<file path="src/rtl/ring_pkg.sv">
// rtl/ring_pkg.sv - packet field layout and shortest-path route helper for the gold ring
package ring_pkg;

    // Header bit positions, relative to the top 16 bits sitting above the payload
    localparam int HDR_W       = 16;
    localparam int VC_BIT      = 15;
    localparam int DIR_BIT     = 14;
    localparam int RSV_MSB     = 13;
    localparam int RSV_LSB     = 8;
    localparam int HOP_MSB     = 7;
    localparam int HOP_LSB     = 0;
    localparam int RSV_W       = RSV_MSB - RSV_LSB + 1;
    localparam int HOP_FIELD_W = HOP_MSB - HOP_LSB + 1;

    localparam logic DIR_CW  = 1'b0;
    localparam logic DIR_CCW = 1'b1;

    // Returns {dir, thermometer hop}; an exact half-ring tie goes clockwise
    function automatic logic [HOP_FIELD_W:0] ring_route(input int dest, input int id, input int n);
        int d;
        int h;
        logic dir;
        logic [HOP_FIELD_W-1:0] hop;
        d = (dest - id + n) % n;
        if (d <= n / 2) begin
            dir = DIR_CW;
            h   = d;
        end else begin
            dir = DIR_CCW;
            h   = n - d;
        end
        hop = HOP_FIELD_W'((32'd1 << h) - 32'd1);
        return {dir, hop};
    endfunction

endpackage

</file>
<file path="src/rtl/ring_sync_fifo.sv">
// rtl/ring_sync_fifo.sv - synchronous FIFO with registered full/empty flags
module ring_sync_fifo
#(
    parameter int WIDTH = 8,
    parameter int DEPTH = 4
)
(
    input  logic             clk,
    input  logic             reset,
    input  logic             wr_en,
    input  logic [WIDTH-1:0] wr_data,
    input  logic             rd_en,
    output logic [WIDTH-1:0] rd_data,
    output logic             full,
    output logic             empty
);

    localparam int AW = $clog2(DEPTH);
    localparam int CW = AW + 1;

    if (DEPTH < 2 || (1 << AW) != DEPTH) begin : g_bad_depth
        $error("ring_sync_fifo: DEPTH must be a power of 2 and >= 2");
    end

    logic [WIDTH-1:0] mem_q [DEPTH];
    logic [WIDTH-1:0] mem_d [DEPTH];
    logic [AW-1:0]    wr_ptr_q, wr_ptr_d;
    logic [AW-1:0]    rd_ptr_q, rd_ptr_d;
    logic [CW-1:0]    count_q, count_d;
    logic             full_q, full_d;
    logic             empty_q, empty_d;
    logic             do_wr, do_rd;

    assign rd_data = mem_q[rd_ptr_q];
    assign full    = full_q;
    assign empty   = empty_q;

    // Next-state for storage, pointers and the occupancy-derived flags
    always_comb begin
        mem_d    = mem_q;
        wr_ptr_d = wr_ptr_q;
        rd_ptr_d = rd_ptr_q;
        count_d  = count_q;
        do_wr    = wr_en && !full_q;
        do_rd    = rd_en && !empty_q;
        if (do_wr) begin
            mem_d[wr_ptr_q] = wr_data;
            wr_ptr_d        = wr_ptr_q + AW'(1);
        end
        if (do_rd) begin
            rd_ptr_d = rd_ptr_q + AW'(1);
        end
        if (do_wr && !do_rd) begin
            count_d = count_q + CW'(1);
        end else if (!do_wr && do_rd) begin
            count_d = count_q - CW'(1);
        end
        full_d  = (count_d == CW'(DEPTH));
        empty_d = (count_d == '0);
    end

    // Storage needs no reset; pointers and flags return to empty
    always_ff @(posedge clk) begin
        mem_q <= mem_d;
        if (reset) begin
            wr_ptr_q <= '0;
            rd_ptr_q <= '0;
            count_q  <= '0;
            full_q   <= 1'b0;
            empty_q  <= 1'b1;
        end else begin
            wr_ptr_q <= wr_ptr_d;
            rd_ptr_q <= rd_ptr_d;
            count_q  <= count_d;
            full_q   <= full_d;
            empty_q  <= empty_d;
        end
    end

endmodule

</file>
<file path="src/rtl/ring_pe_node_if.sv">
// rtl/ring_pe_node_if.sv - PE-side inject/eject interface for one node of the bidirectional ring
module ring_pe_node_if
    import ring_pkg::*;
#(
    parameter int NUM_NODES = 4,
    parameter int NODE_ID   = 0,
    parameter int PAYLOAD_W = 48,
    parameter int HOP_W     = 8,
    parameter int TX_DEPTH  = 4,
    parameter int CNT_W     = 16
)
(
    input  logic                         clk,
    input  logic                         reset,
    input  logic                         polarity,
    input  logic                         req_valid,
    output logic                         req_ready,
    input  logic [$clog2(NUM_NODES)-1:0] req_dest,
    input  logic [PAYLOAD_W-1:0]         req_payload,
    output logic                         pesi,
    input  logic                         peri,
    output logic [PAYLOAD_W+15:0]        pedi,
    input  logic                         peso,
    output logic                         pero,
    input  logic [PAYLOAD_W+15:0]        pedo,
    output logic                         rx_valid,
    input  logic                         rx_ready,
    output logic [PAYLOAD_W+15:0]        rx_data,
    output logic [CNT_W-1:0]             tx_count,
    output logic [CNT_W-1:0]             rx_count,
    output logic                         err_self,
    output logic                         err_hop
);

    localparam int PW = PAYLOAD_W + HDR_W;

    if (NUM_NODES < 2 || NUM_NODES / 2 > HOP_W || HOP_W > HOP_FIELD_W) begin : g_bad_cfg
        $error("ring_pe_node_if: NUM_NODES/2 must fit in HOP_W, and HOP_W in the 8-bit hop field");
    end

    logic                   fifo_full, fifo_empty;
    logic [PW-1:0]          fifo_head;
    logic [HOP_FIELD_W:0]   route;
    logic [PW-1:0]          req_pkt;
    logic                   take, out_free, req_fire, req_self, req_push;
    logic                   bypass, fifo_rd, fifo_wr, rx_cap;

    logic                   out_valid_q, out_valid_d;
    logic [PW-1:0]          out_data_q, out_data_d;
    logic [CNT_W-1:0]       tx_count_q, tx_count_d;
    logic                   rx_valid_q, rx_valid_d;
    logic [PW-1:0]          rx_data_q, rx_data_d;
    logic [CNT_W-1:0]       rx_count_q, rx_count_d;
    logic                   err_self_q, err_self_d;
    logic                   err_hop_q, err_hop_d;

    assign req_ready = !fifo_full && !reset;
    assign pero      = !reset && (!rx_valid_q || rx_ready);
    assign pesi      = out_valid_q;
    assign pedi      = out_data_q;
    assign rx_valid  = rx_valid_q;
    assign rx_data   = rx_data_q;
    assign tx_count  = tx_count_q;
    assign rx_count  = rx_count_q;
    assign err_self  = err_self_q;
    assign err_hop   = err_hop_q;

    // Build the outgoing packet (VC bit left clear) and steer it: empty queue
    // with a free output register goes straight to the wire, otherwise queue it
    always_comb begin
        route    = ring_route(int'(req_dest), NODE_ID, NUM_NODES);
        req_pkt  = '0;
        req_pkt[PAYLOAD_W+DIR_BIT]                  = route[HOP_FIELD_W];
        req_pkt[PAYLOAD_W+RSV_LSB +: RSV_W]         = '0;
        req_pkt[PAYLOAD_W+HOP_LSB +: HOP_FIELD_W]   = route[HOP_FIELD_W-1:0];
        req_pkt[PAYLOAD_W-1:0]                      = req_payload;
        take     = out_valid_q && peri;
        out_free = !out_valid_q || take;
        req_fire = req_valid && req_ready;
        req_self = req_fire && (int'(req_dest) == NODE_ID);
        req_push = req_fire && !req_self;
        bypass   = req_push && fifo_empty && out_free;
        fifo_rd  = !fifo_empty && out_free;
        fifo_wr  = req_push && !bypass;
    end

    ring_sync_fifo #(
        .WIDTH (PW),
        .DEPTH (TX_DEPTH)
    ) u_tx_fifo (
        .clk     (clk),
        .reset   (reset),
        .wr_en   (fifo_wr),
        .wr_data (req_pkt),
        .rd_en   (fifo_rd),
        .rd_data (fifo_head),
        .full    (fifo_full),
        .empty   (fifo_empty)
    );

    // Output register, RX register, saturating counters and error flags
    always_comb begin
        out_valid_d = out_valid_q;
        out_data_d  = out_data_q;
        tx_count_d  = tx_count_q;
        rx_valid_d  = rx_valid_q;
        rx_data_d   = rx_data_q;
        rx_count_d  = rx_count_q;
        err_self_d  = req_self;
        err_hop_d   = err_hop_q;
        rx_cap      = peso && pero;

        if (take && tx_count_q != '1) begin
            tx_count_d = tx_count_q + CNT_W'(1);
        end
        if (fifo_rd || bypass) begin
            out_valid_d = 1'b1;
            out_data_d  = fifo_rd ? fifo_head : req_pkt;
            out_data_d[PAYLOAD_W+VC_BIT] = polarity;
        end else if (take) begin
            out_valid_d = 1'b0;
        end

        if (rx_cap) begin
            rx_valid_d = 1'b1;
            rx_data_d  = pedo;
            if (rx_count_q != '1) begin
                rx_count_d = rx_count_q + CNT_W'(1);
            end
            if (pedo[PAYLOAD_W+HOP_LSB +: HOP_FIELD_W] != '0) begin
                err_hop_d = 1'b1;
            end
        end else if (rx_ready) begin
            rx_valid_d = 1'b0;
        end
    end

    // State update; reset drops any packet in flight in either direction
    always_ff @(posedge clk) begin
        if (reset) begin
            out_valid_q <= 1'b0;
            out_data_q  <= '0;
            tx_count_q  <= '0;
            rx_valid_q  <= 1'b0;
            rx_data_q   <= '0;
            rx_count_q  <= '0;
            err_self_q  <= 1'b0;
            err_hop_q   <= 1'b0;
        end else begin
            out_valid_q <= out_valid_d;
            out_data_q  <= out_data_d;
            tx_count_q  <= tx_count_d;
            rx_valid_q  <= rx_valid_d;
            rx_data_q   <= rx_data_d;
            rx_count_q  <= rx_count_d;
            err_self_q  <= err_self_d;
            err_hop_q   <= err_hop_d;
        end
    end

endmodule

</file>
<file path="config.mk">
export PLATFORM = sky130hd
export DESIGN_NAME = ring_pe_node_if
export DESIGN_NICKNAME = d
export VERILOG_FILES = /design/src/rtl/ring_pkg.sv /design/src/rtl/ring_sync_fifo.sv /design/src/rtl/ring_pe_node_if.sv
export SDC_FILE = /design/constraint.sdc
export NUM_CORES = 1
export LEC_CHECK = 0
export CAP_MARGIN = 20
export CORE_UTILIZATION = 56
export CTS_CLUSTER_DIAMETER = 50
export DETAILED_ROUTE_END_ITERATION = 12
export PLACE_DENSITY = 0.85
export SLEW_MARGIN = 20
export SYNTH_ARGS = -nofsm -noshare
export SYNTH_HDL_FRONTEND = slang
export SYNTH_SLANG_ARGS = --single-unit
</file>
<file path="constraint.sdc">
create_clock -name clk -period 9.2 [get_ports clk]
set_clock_uncertainty 0.15 [all_clocks]
set_input_delay 1.84 -clock clk [delete_from_list [all_inputs] [get_ports clk]]
set_output_delay 1.84 -clock clk [all_outputs]
set_load 0.1 [all_outputs]
</file>
==> results.sh, run 1 <==
export IMPL_drv_slew=0
export IMPL_num_rows=59
export IMPL_hold_class="flip-flop to flip-flop"
export IMPL_synth_cells=1142
export IMPL_maxCapViolCount=0
export IMPL_synth_seq_cells=390
export IMPL_ir_drop_mv=0.2596
export IMPL_die_h_um=165.2
export IMPL_synth_flop_cell="edfxtp_1"
export IMPL_use_met1_pct=36.06
export IMPL_grt_pass1_vias=10010
export IMPL_gp_congestion=0.8257
export IMPL_cts_buffers=40
export IMPL_min_path_cells=2
export IMPL_cts_path_max_buffers=3
export IMPL_die_area_sq_mm=0.02728
export IMPL_async_flop_share_pct=0
export IMPL_wl_per_cell_um=20.80
export IMPL_grtUsageTotal_pct=26.82
export IMPL_die_x_um=165.2
export IMPL_grt_use_met3_pct=4.196
export IMPL_clkLatencyLatePin_ns=0.54
export IMPL_clock_sinks=390
export IMPL_synth_edf_count=224
export IMPL_period_share_pct=60.64
export IMPL_max_freq_ghz=0.1793
export IMPL_dr_pass1_iters=5
export IMPL_design_area_sq_mm=0.01933
export IMPL_core_area_sq_mm=0.02606
export IMPL_r2r_start="u_tx_fifo.full"
export IMPL_synth_area_per_cell_sq_um=13.06
export IMPL_port_buffer_count=279
export IMPL_grt_overflow_total=0
export IMPL_hold_viol_final=0
export IMPL_final_nets=1555
export IMPL_vias=10340
export IMPL_ant_nets=0
export IMPL_power_density_mw_per_mm2=298.0
export IMPL_cts_hold_buf=0
export IMPL_leakagePower_uw=0.006878
export IMPL_worstPathRequired_ns=7.21
export IMPL_dpl_hpwl_um=22500
export IMPL_synth_seq_area_share_pct=67.41
export IMPL_post_drt_via_cell_ratio=5.770
export IMPL_drtIter0Drc=1019
export IMPL_path_clk_slew_ns=0.06
export IMPL_io_pins=287
export IMPL_cts_max_level=2
export IMPL_rr_worst_depth=5
export IMPL_finalCriticalPeriod_ns=5.579
export IMPL_fill_cells=1670
export IMPL_layout_commonest_cell="clkdlybuf4s50_1"
export IMPL_area_growth_pct=29.67
export IMPL_antenna_found_initial=1
export IMPL_grt_max_degree=86
export IMPL_drive_gt1_share_pct=10.98
export IMPL_timing_rr_end="u_tx_fifo.mem_q[119]"
export IMPL_cts_tree="yes"
export IMPL_critPathCaptureType="output port"
export IMPL_cts_setup_buffers=0
export IMPL_met2_usage_pct=43.78
export IMPL_tightest_slew_ns=1.140
export IMPL_crit_path_end="pero"
export IMPL_path_max_fanout=2
export IMPL_crit_start="rx_ready"
export IMPL_drcViolationCount=0
export IMPL_crit_type="input pin to output port"
export IMPL_grt_busiest_layer="met2"
export IMPL_syn_area_sq_mm=0.01491
export IMPL_reg2reg_setup_slack_ns=6.31
export IMPL_routed_wl_um=37280
export IMPL_cp_start_kind="input pin"
export IMPL_tns_ns=0
export IMPL_cts_resized=0
export IMPL_yosysUniqueCellTypes=52
export IMPL_grt_pass1_wl_um=55320
export IMPL_synth_warnings=0
export IMPL_crit_arrival_ns=3.59
export IMPL_start_util_pct=57.21
export IMPL_postPlaceCellArea_sq_mm=0.01799
export IMPL_rsz0062_at_grt="false"
export IMPL_cts_root_buf="clkbuf_16"
export IMPL_timing_hold_ws_ns=0.3022
export IMPL_relSlewSlack_pct=23.76
export IMPL_diodes=0
export IMPL_final_cell_mix="278 x clkdlybuf4s50_1, 224 x edfxtp_1, 197 x nand2_1"
export IMPL_setup_viol_count_final=0
export IMPL_status="finished clean"
-- routing by layer --
| layer | routed length [um] | vias up | part of all wire (%) |
|---|---|---|---|
| li1 | - | 4697 | - |
| met1 | 14750 | 5041 | 40 |
| met2 | 18590 | 506 | 50 |
| met3 | 2683 | 93 | 7.2 |
| met4 | 1248 | 2 | 3.3 |
| met5 | 11 | - | 0.030 |
-- worst min-delay path by stage --
| stage | startpoint | end | slack, ns |
|---|---|---|---|
| after floorplan | u_tx_fifo.empty | pesi | 0.36 |
| after global placement | rx_data[41] | rx_data[41] | 0.29 |
| after detailed placement | rx_data[62] | rx_data[62] | 0.29 |
| after CTS | rx_data[62] | rx_data[62] | 0.30 |
| after global routing | rx_data[31] | rx_data[31] | 0.32 |
| final | rx_data[62] | rx_data[62] | 0.30 |
-- final cells by class --
cell class	count	area, sq um	area share (%)
Sequential cell	390	10050	52.01
Inverter	6	23.77	0.1230
Multi-Input combinational cell	695	4613	23.86
Clock inverter	18	209.0	1.081
Timing Repair Buffer	293	2913	15.07
Clock buffer	55	1100	5.689
Tap cell	335	419.2	2.168
-- Yosys cell counts (2+ instances only) --
| library cell | n | area share (%) |
|---|---|---|
| edfxtp_1 | 224 | 45 |
| nand2_1 | 198 | 5.0 |
| dfxtp_1 | 166 | 22 |
| a21oi_1 | 105 | 3.5 |
| nand3_1 | 70 | 2.3 |
| mux4_2 | 56 | 8.5 |
| o21ai_1 | 51 | 1.7 |
| nor2_1 | 47 | 1.2 |
| clkbuf_1 | 36 | 0.91 |
| buf_2 | 26 | 0.87 |
| xnor2_1 | 23 | 1.4 |
| buf_4 | 11 | 0.55 |
| nor3_1 | 11 | 0.37 |
| and2_1 | 10 | 0.42 |
| o21ai_0 | 9 | 0.30 |
| xor2_1 | 9 | 0.53 |
| ha_1 | 8 | 0.67 |
| inv_1 | 6 | 0.15 |
| nand4_1 | 6 | 0.25 |
| nor4_1 | 6 | 0.25 |
| a22oi_1 | 5 | 0.25 |
| and4_1 | 5 | 0.29 |
| buf_1 | 4 | 0.10 |
| nor2b_1 | 4 | 0.17 |
| nor4b_2 | 4 | 0.40 |
| a31oi_1 | 3 | 0.13 |
| mux2i_1 | 3 | 0.20 |
| nor3b_2 | 3 | 0.25 |
| or2_1 | 3 | 0.13 |
| or3_1 | 3 | 0.13 |
| a21oi_2 | 2 | 0.12 |
| nand2b_1 | 2 | 0.084 |
| nor3b_1 | 2 | 0.10 |
| o2111ai_1 | 2 | 0.12 |
| o31ai_1 | 2 | 0.10 |
-- sequential cells by signal (all words and copies together) (netlist names) --
register / count
pesi: 1
u_tx_fifo.wr_ptr_q: 2
u_tx_fifo.count_q: 3
err_self: 1
err_hop: 1
u_tx_fifo.full: 1
rx_count: 16
rx_valid: 1
u_tx_fifo.rd_ptr_q: 2
rx_data: 64
u_tx_fifo.empty: 1
tx_count: 16
u_tx_fifo.mem_q: 224
pedi: 57
-- critical path, cell delays in order --
cell and delay, ns:
clkdlybuf4s50_1 0.47, nor2b_1 0.06, nor2_1 0.08, clkdlybuf4s50_1 1.14
-- logic make-up (layout without fill, tap and decap cells) --
logic type               after synthesis  in the layout  synth area share (%)
AND/OR/NAND/NOR                      384            384                 12.17
adder cells (fa/ha/maj)                8              8                0.6714
XOR/XNOR                              32             32                 1.880
buffers and inverters                 83            372                 2.585
other                                  1             27               0.02515
AO/OA/AOI/OAI                        185            185                 6.605
flip-flops                           390            390                 67.41
multiplexers                          59             59                 8.661
-- metrics by stage --
step                      util (%)  instances  power, uW  setup WS, ns
after floorplan                  -       1168       3638         3.700
after global placement       69.02       1718       4098         3.617
after detailed placement     69.03       1718       4136         3.626
after CTS                    74.05       1791       5770         3.618
after global routing         74.19       1792       5946         3.545
final                        74.19       1792       5761         3.621
-- report_power, final --
group	switching, uW	internal (uW)
registers	116	2010
clock network	668	956
logic	1440	575
total	2220	3540
No activity file was read; power rests on OpenSTA's default activity.
==> run 2: changes to the inputs <==
--- a/config.mk
+++ b/config.mk
@@ -6,10 +6,10 @@
 export NUM_CORES = 1
 export LEC_CHECK = 0
 export CAP_MARGIN = 20
-export CORE_UTILIZATION = 56
+export CORE_UTILIZATION = 47
 export CTS_CLUSTER_DIAMETER = 50
 export DETAILED_ROUTE_END_ITERATION = 12
-export PLACE_DENSITY = 0.85
+export PLACE_DENSITY = 0.76
 export SLEW_MARGIN = 20
 export SYNTH_ARGS = -nofsm -noshare
 export SYNTH_HDL_FRONTEND = slang
==> constraint.sdc (replaced) <==
create_clock -name clk -period 4.5 [get_ports clk]
set_clock_uncertainty 0.15 [all_clocks]
set_input_delay 0.9 -clock clk [delete_from_list [all_inputs] [get_ports clk]]
set_output_delay 0.9 -clock clk [all_outputs]
set_load 0.1 [all_outputs]
==> results.sh, run 2 (synthesized netlist as in run 1, its figures left out) <==
export IMPL_power_internal_uw=7519
export IMPL_cts_hold_buf=0
export IMPL_post_drt_via_cell_ratio=5.378
export IMPL_power_uw=12130
export IMPL_critPathCaptureType="output port"
export IMPL_drtIter0Drc=694
export IMPL_crit_chain="clkdlybuf4s50_1"
export IMPL_path_max_fanout=6
export IMPL_grt_pass1_wl_um=57480
export IMPL_die_area_sq_mm=0.03244
export IMPL_relSlewSlack_pct=27.79
export IMPL_drive_gt1_share_pct=12.62
export IMPL_num_rows=64
export IMPL_cts_max_level=2
export IMPL_cp_start_kind="flip-flop"
export IMPL_die_h_um=180.1
export IMPL_grtUsageTotal_pct=22.64
export IMPL_clkLatencyLatePin_ns=0.55
export IMPL_cp_slowest_cell="clkdlybuf4s50_1"
export IMPL_max_freq_ghz=0.3045
export IMPL_wl_per_cell_um=19.62
export IMPL_crit_type="flip-flop to output port"
export IMPL_ant_nets=0
export IMPL_io_pins=287
export IMPL_die_x_um=180.1
export IMPL_worstPathRequired_ns=3.45
export IMPL_r2r_start="u_tx_fifo.full"
export IMPL_cp_num_buf_inv=1
export IMPL_pwr_share_seq_pct=36.2
export IMPL_maxCapViolCount=0
export IMPL_ir_drop_mv=0.4361
export IMPL_cp_slowest_stage_delay_ns=1.20
export IMPL_final_nets=1569
export IMPL_grt_use_met3_pct=3.860
export IMPL_area_growth_pct=32.25
export IMPL_crit_start="pesi"
export IMPL_port_buffer_count=279
export IMPL_diodes=0
export IMPL_swShare_pct=38.02
export IMPL_clock_sinks=390
export IMPL_dr_pass1_iters=5
export IMPL_crit_arrival_ns=2.23
export IMPL_cts_tree="yes"
export IMPL_reg2reg_setup_slack_ns=2.05
export IMPL_layout_commonest_cell="clkdlybuf4s50_1"
export IMPL_grt_overflow_total=0
export IMPL_use_met1_pct=29.54
export IMPL_antenna_found_initial=0
export IMPL_p_clk_share_pct=30.3
export IMPL_cts_path_max_buffers=3
export IMPL_grt_busiest_layer="met2"
export IMPL_hold_class="flip-flop to flip-flop"
export IMPL_power_switching_uw=4611
export IMPL_combPwrFrac_pct=33.4
export IMPL_grt_max_degree=80
export IMPL_period_share_pct=72.98
export IMPL_tns_ns=0
export IMPL_routed_wl_um=36690
export IMPL_drcViolationCount=0
export IMPL_setup_viol_count_final=0
export IMPL_dpl_hpwl_um=23270
export IMPL_cts_buffers=42
export IMPL_path_clk_slew_ns=0.06
export IMPL_met2_usage_pct=38.24
export IMPL_start_util_pct=48.24
export IMPL_leakagePower_uw=0.007044
export IMPL_finalCriticalPeriod_ns=3.284
export IMPL_largest_reg_flops=224
export IMPL_core_area_sq_mm=0.03091
export IMPL_power_density_mw_per_mm2=615.2
export IMPL_crit_family="buffers and inverters"
export IMPL_grt_pass1_vias=10160
export IMPL_vias=10060
export IMPL_rsz0062_at_grt="false"
export IMPL_gp_congestion=0.8370
export IMPL_largest_register="u_tx_fifo.mem_q"
export IMPL_holdCritStartpoint="rx_data[50]"
export IMPL_status="finished clean"
export IMPL_hold_viol_final=0
export IMPL_tightest_slew_ns=1.080
export IMPL_cts_root_buf="clkbuf_16"
export IMPL_final_cell_mix="276 x clkdlybuf4s50_1, 224 x edfxtp_1, 197 x nand2_1"
export IMPL_drv_slew=0
export IMPL_cts_resized=0
export IMPL_cts_setup_buffers=0
## run 2: final timing paths
path | cells after the start | to
worst max-delay path | 1 | pesi
worst min-delay path | 2 | rx_data[50]
worst max register to register | 5 | u_tx_fifo.mem_q[84]
worst min register to register | 2 | rx_data[50]
## run 2: stage by stage
step / instances / instance area (sq um) / util (%) / worst slack (ns) / hold slack (ns)
finish: 1870 / 19720 / 63.79 / 1.216 / 0.2996
global route: 1870 / 19720 / 63.79 / 1.167 / 0.3213
CTS: 1870 / 19720 / 63.79 / 1.193 / 0.3041
detailed placement: 1792 / 18210 / 58.90 / 0.9396 / 0.2949
global placement: 1791 / 18200 / 58.87 / 0.9858 / 0.2912
floorplan: 1168 / 15010 / - / 0.8801 / 0.3616
## run 2: layout make-up
| class | instances | area [sq um] |
|---|---|---|
| clock buffers | 45 | 1072 |
| clock inverters | 33 | 440.4 |
| fillers | 2304 | 11190 |
| inverters | 6 | 23.77 |
| multi-input cells | 695 | 4603 |
| flip-flops and latches | 390 | 10050 |
| well taps | 396 | 495.5 |
| repair buffers | 305 | 3028 |
## run 2: per-layer routing
layer  wire, um  share of wire, %
met3       2118               5.8
met5          0                 0
met1      15190                41
met2      18290                50
met4       1088               3.0
## run 2: worst register-to-register path, cell delays in order, from the launching register on
cell	delay, ns
dfxtp_1	0.32
nor3b_2	0.34
nand2_2	0.19
a21oi_2	0.30
and2_2	0.60
buf_12	0.27
## run 2: power groups by stage
stage                     registers (uW)  logic, uW  clock network, uW
after detailed placement            4460       4050                  0
final                               4400       4060               3680
after floorplan                     6010       1430                  0
after global routing                4440       4230               3890
after CTS                           4400       4070               3740
after global placement              4460       4010                  0
==> run 3: changes to the inputs <==
--- a/config.mk
+++ b/config.mk
@@ -6,10 +6,10 @@
 export NUM_CORES = 1
 export LEC_CHECK = 0
 export CAP_MARGIN = 20
-export CORE_UTILIZATION = 47
+export CORE_UTILIZATION = 52
 export CTS_CLUSTER_DIAMETER = 50
 export DETAILED_ROUTE_END_ITERATION = 12
-export PLACE_DENSITY = 0.76
+export PLACE_DENSITY = 0.8
 export SLEW_MARGIN = 20
 export SYNTH_ARGS = -nofsm -noshare
 export SYNTH_HDL_FRONTEND = slang
==> constraint.sdc (replaced) <==
create_clock -name clk -period 3.3 [get_ports clk]
set_clock_uncertainty 0.15 [all_clocks]
set_input_delay 0.66 -clock clk [delete_from_list [all_inputs] [get_ports clk]]
set_output_delay 0.66 -clock clk [all_outputs]
set_load 0.1 [all_outputs]
==> results.sh, run 3 (synthesized netlist as in run 1, its figures left out) <==
export IMPL_status="finished clean"
export IMPL_tightest_slew_ns=0.7483
export IMPL_relSlewSlack_pct=50.11
export IMPL_vias=10260
export IMPL_critPathMostFrequentCell="a21oi_1"
export IMPL_antenna_found_initial=0
export IMPL_dpl_hpwl_um=23470
export IMPL_finalNonFillerCells=1857
export IMPL_cp_slowest_stage_delay_ns=0.65
export IMPL_die_area_sq_mm=0.02935
export IMPL_cts_tree="yes"
export IMPL_wl_per_cell_um=19.39
export IMPL_cp_start_kind="input pin"
export IMPL_leakagePower_uw=0.007257
export IMPL_critPathCaptureType="flip-flop"
export IMPL_area_growth_pct=29.25
export IMPL_start_util_pct=53.23
export IMPL_grtUsageTotal_pct=24.34
export IMPL_grt_overflow_total=0
export IMPL_die_x_um=171.3
export IMPL_crit_type="input pin to flip-flop"
export IMPL_path_clk_slew_ns=0.06
export IMPL_io_pins=287
export IMPL_cts_root_buf="clkbuf_16"
export IMPL_drv_slew=0
export IMPL_cts_hold_buf=0
export IMPL_largest_register="u_tx_fifo.mem_q"
export IMPL_port_buffer_count=279
export IMPL_dr_pass1_iters=5
export IMPL_max_freq_ghz=0.3937
export IMPL_power_uw=15860
export IMPL_final_nets=1575
export IMPL_hold_viol_final=0
export IMPL_layout_commonest_cell="edfxtp_1"
export IMPL_clock_sinks=390
export IMPL_ir_drop_mv=0.6716
export IMPL_finalCriticalPeriod_ns=2.540
export IMPL_post_drt_via_cell_ratio=5.523
export IMPL_cts_max_level=2
export IMPL_cts_setup_buffers=0
export IMPL_grt_pass1_wl_um=54540
export IMPL_final_util_pct=68.80
export IMPL_fill_cells=1969
export IMPL_setup_viol_count_final=0
export IMPL_rsz0062_at_grt="false"
export IMPL_power_density_mw_per_mm2=822.8
export IMPL_hold_class="input pin to flip-flop"
export IMPL_period_share_pct=76.98
export IMPL_ant_nets=0
export IMPL_diodes=0
export IMPL_crit_chain="clkdlybuf4s50_1, or2_1, nand2_2, a21o_2, buf_12, a21oi_1, a21oi_1"
export IMPL_cts_buffers=42
export IMPL_core_area_sq_mm=0.02801
export IMPL_cts_resized=0
export IMPL_die_h_um=171.3
export IMPL_cp_slowest_cell="a21o_2"
export IMPL_clkLatencyLatePin_ns=0.53
export IMPL_place_inst=1780
export IMPL_path_max_fanout=31
export IMPL_drcViolationCount=0
export IMPL_largest_reg_flops=224
export IMPL_drtIter0Drc=684
export IMPL_maxCapViolCount=0
export IMPL_worstPathRequired_ns=3.60
export IMPL_num_rows=61
export IMPL_grt_max_degree=77
export IMPL_grt_pass1_vias=9924
export IMPL_final_cell_mix="224 x edfxtp_1, 197 x nand2_1, 179 x buf_4"
export IMPL_gp_congestion=0.7961
export IMPL_drive_gt1_share_pct=22.99
export IMPL_crit_arrival_ns=2.84
export IMPL_cts_path_max_buffers=3
export IMPL_tns_ns=0
export IMPL_routed_wl_um=36010
==> run 3: cell types whose count changed in the layout (fill, tap and decap cells not counted), sizes merged <==
cell	before	now
clkdlybuf4s50	276	119
buf	29	192
inv	8	10
clkinv	23	7
bufinv	8	0
clkbuf	45	60
clkinvlp	0	6
==> run 3: worst max-delay path, delay by kind of cell <==
family                 cells  cell delay (ns)
AND/OR/NAND/NOR            2             0.55
AO/OA/AOI/OAI              3             0.93
buffers and inverters      2             0.69
==> run 3: where the power goes <==
group | internal (uW) | switching [uW]
Clock | 2570 | 1880
Sequential | 5590 | 355
Combinational | 1540 | 3920
Total | 9700 | 6150
==> run 3: layout make-up <==
type	instances	area [sq um]	share of cell area, %
clock buffers	60	1201	6.233
clock inverters	17	135.1	0.7012
inverters	6	23.77	0.1234
multi-input cells	695	4603	23.89
flip-flops and latches	390	10050	52.17
well taps	378	473.0	2.454
repair buffers	311	2780	14.43
==> run 3: path summary, 6_finish.rpt <==
| kind | start | endpoint | slack (ns) | cells after the start |
|---|---|---|---|---|
| setup / recovery | req_dest[0] | pedi[4] | 0.76 | 7 |
| hold / removal | reset | tx_count[14] | 0.26 | 2 |
| setup reg to reg | pesi | u_tx_fifo.mem_q[109] | 1.06 | 4 |
| hold reg to reg | rx_data[62] | rx_data[62] | 0.30 | 2 |
==> run 3: metrics by stage <==
stage | setup slack [ns] | cell area (sq um) | hold WS (ns)
after floorplan | 0.1601 | 15010 | 0.3616
after global placement | 0.2589 | 17930 | 0.2921
after detailed placement | 0.2374 | 17930 | 0.2954
after CTS | 0.7690 | 19270 | 0.2513
after global routing | 0.6391 | 19270 | 0.2583
final | 0.7597 | 19270 | 0.2620
==> run 3: per-layer routing <==
layer	track usage (%)	wire length (um)	share of wire (%)
met1	32.63	14680	41
met2	38.53	17380	48
met3	5.223	2594	7.2
met4	10.36	1357	3.8
met5	0	0	0
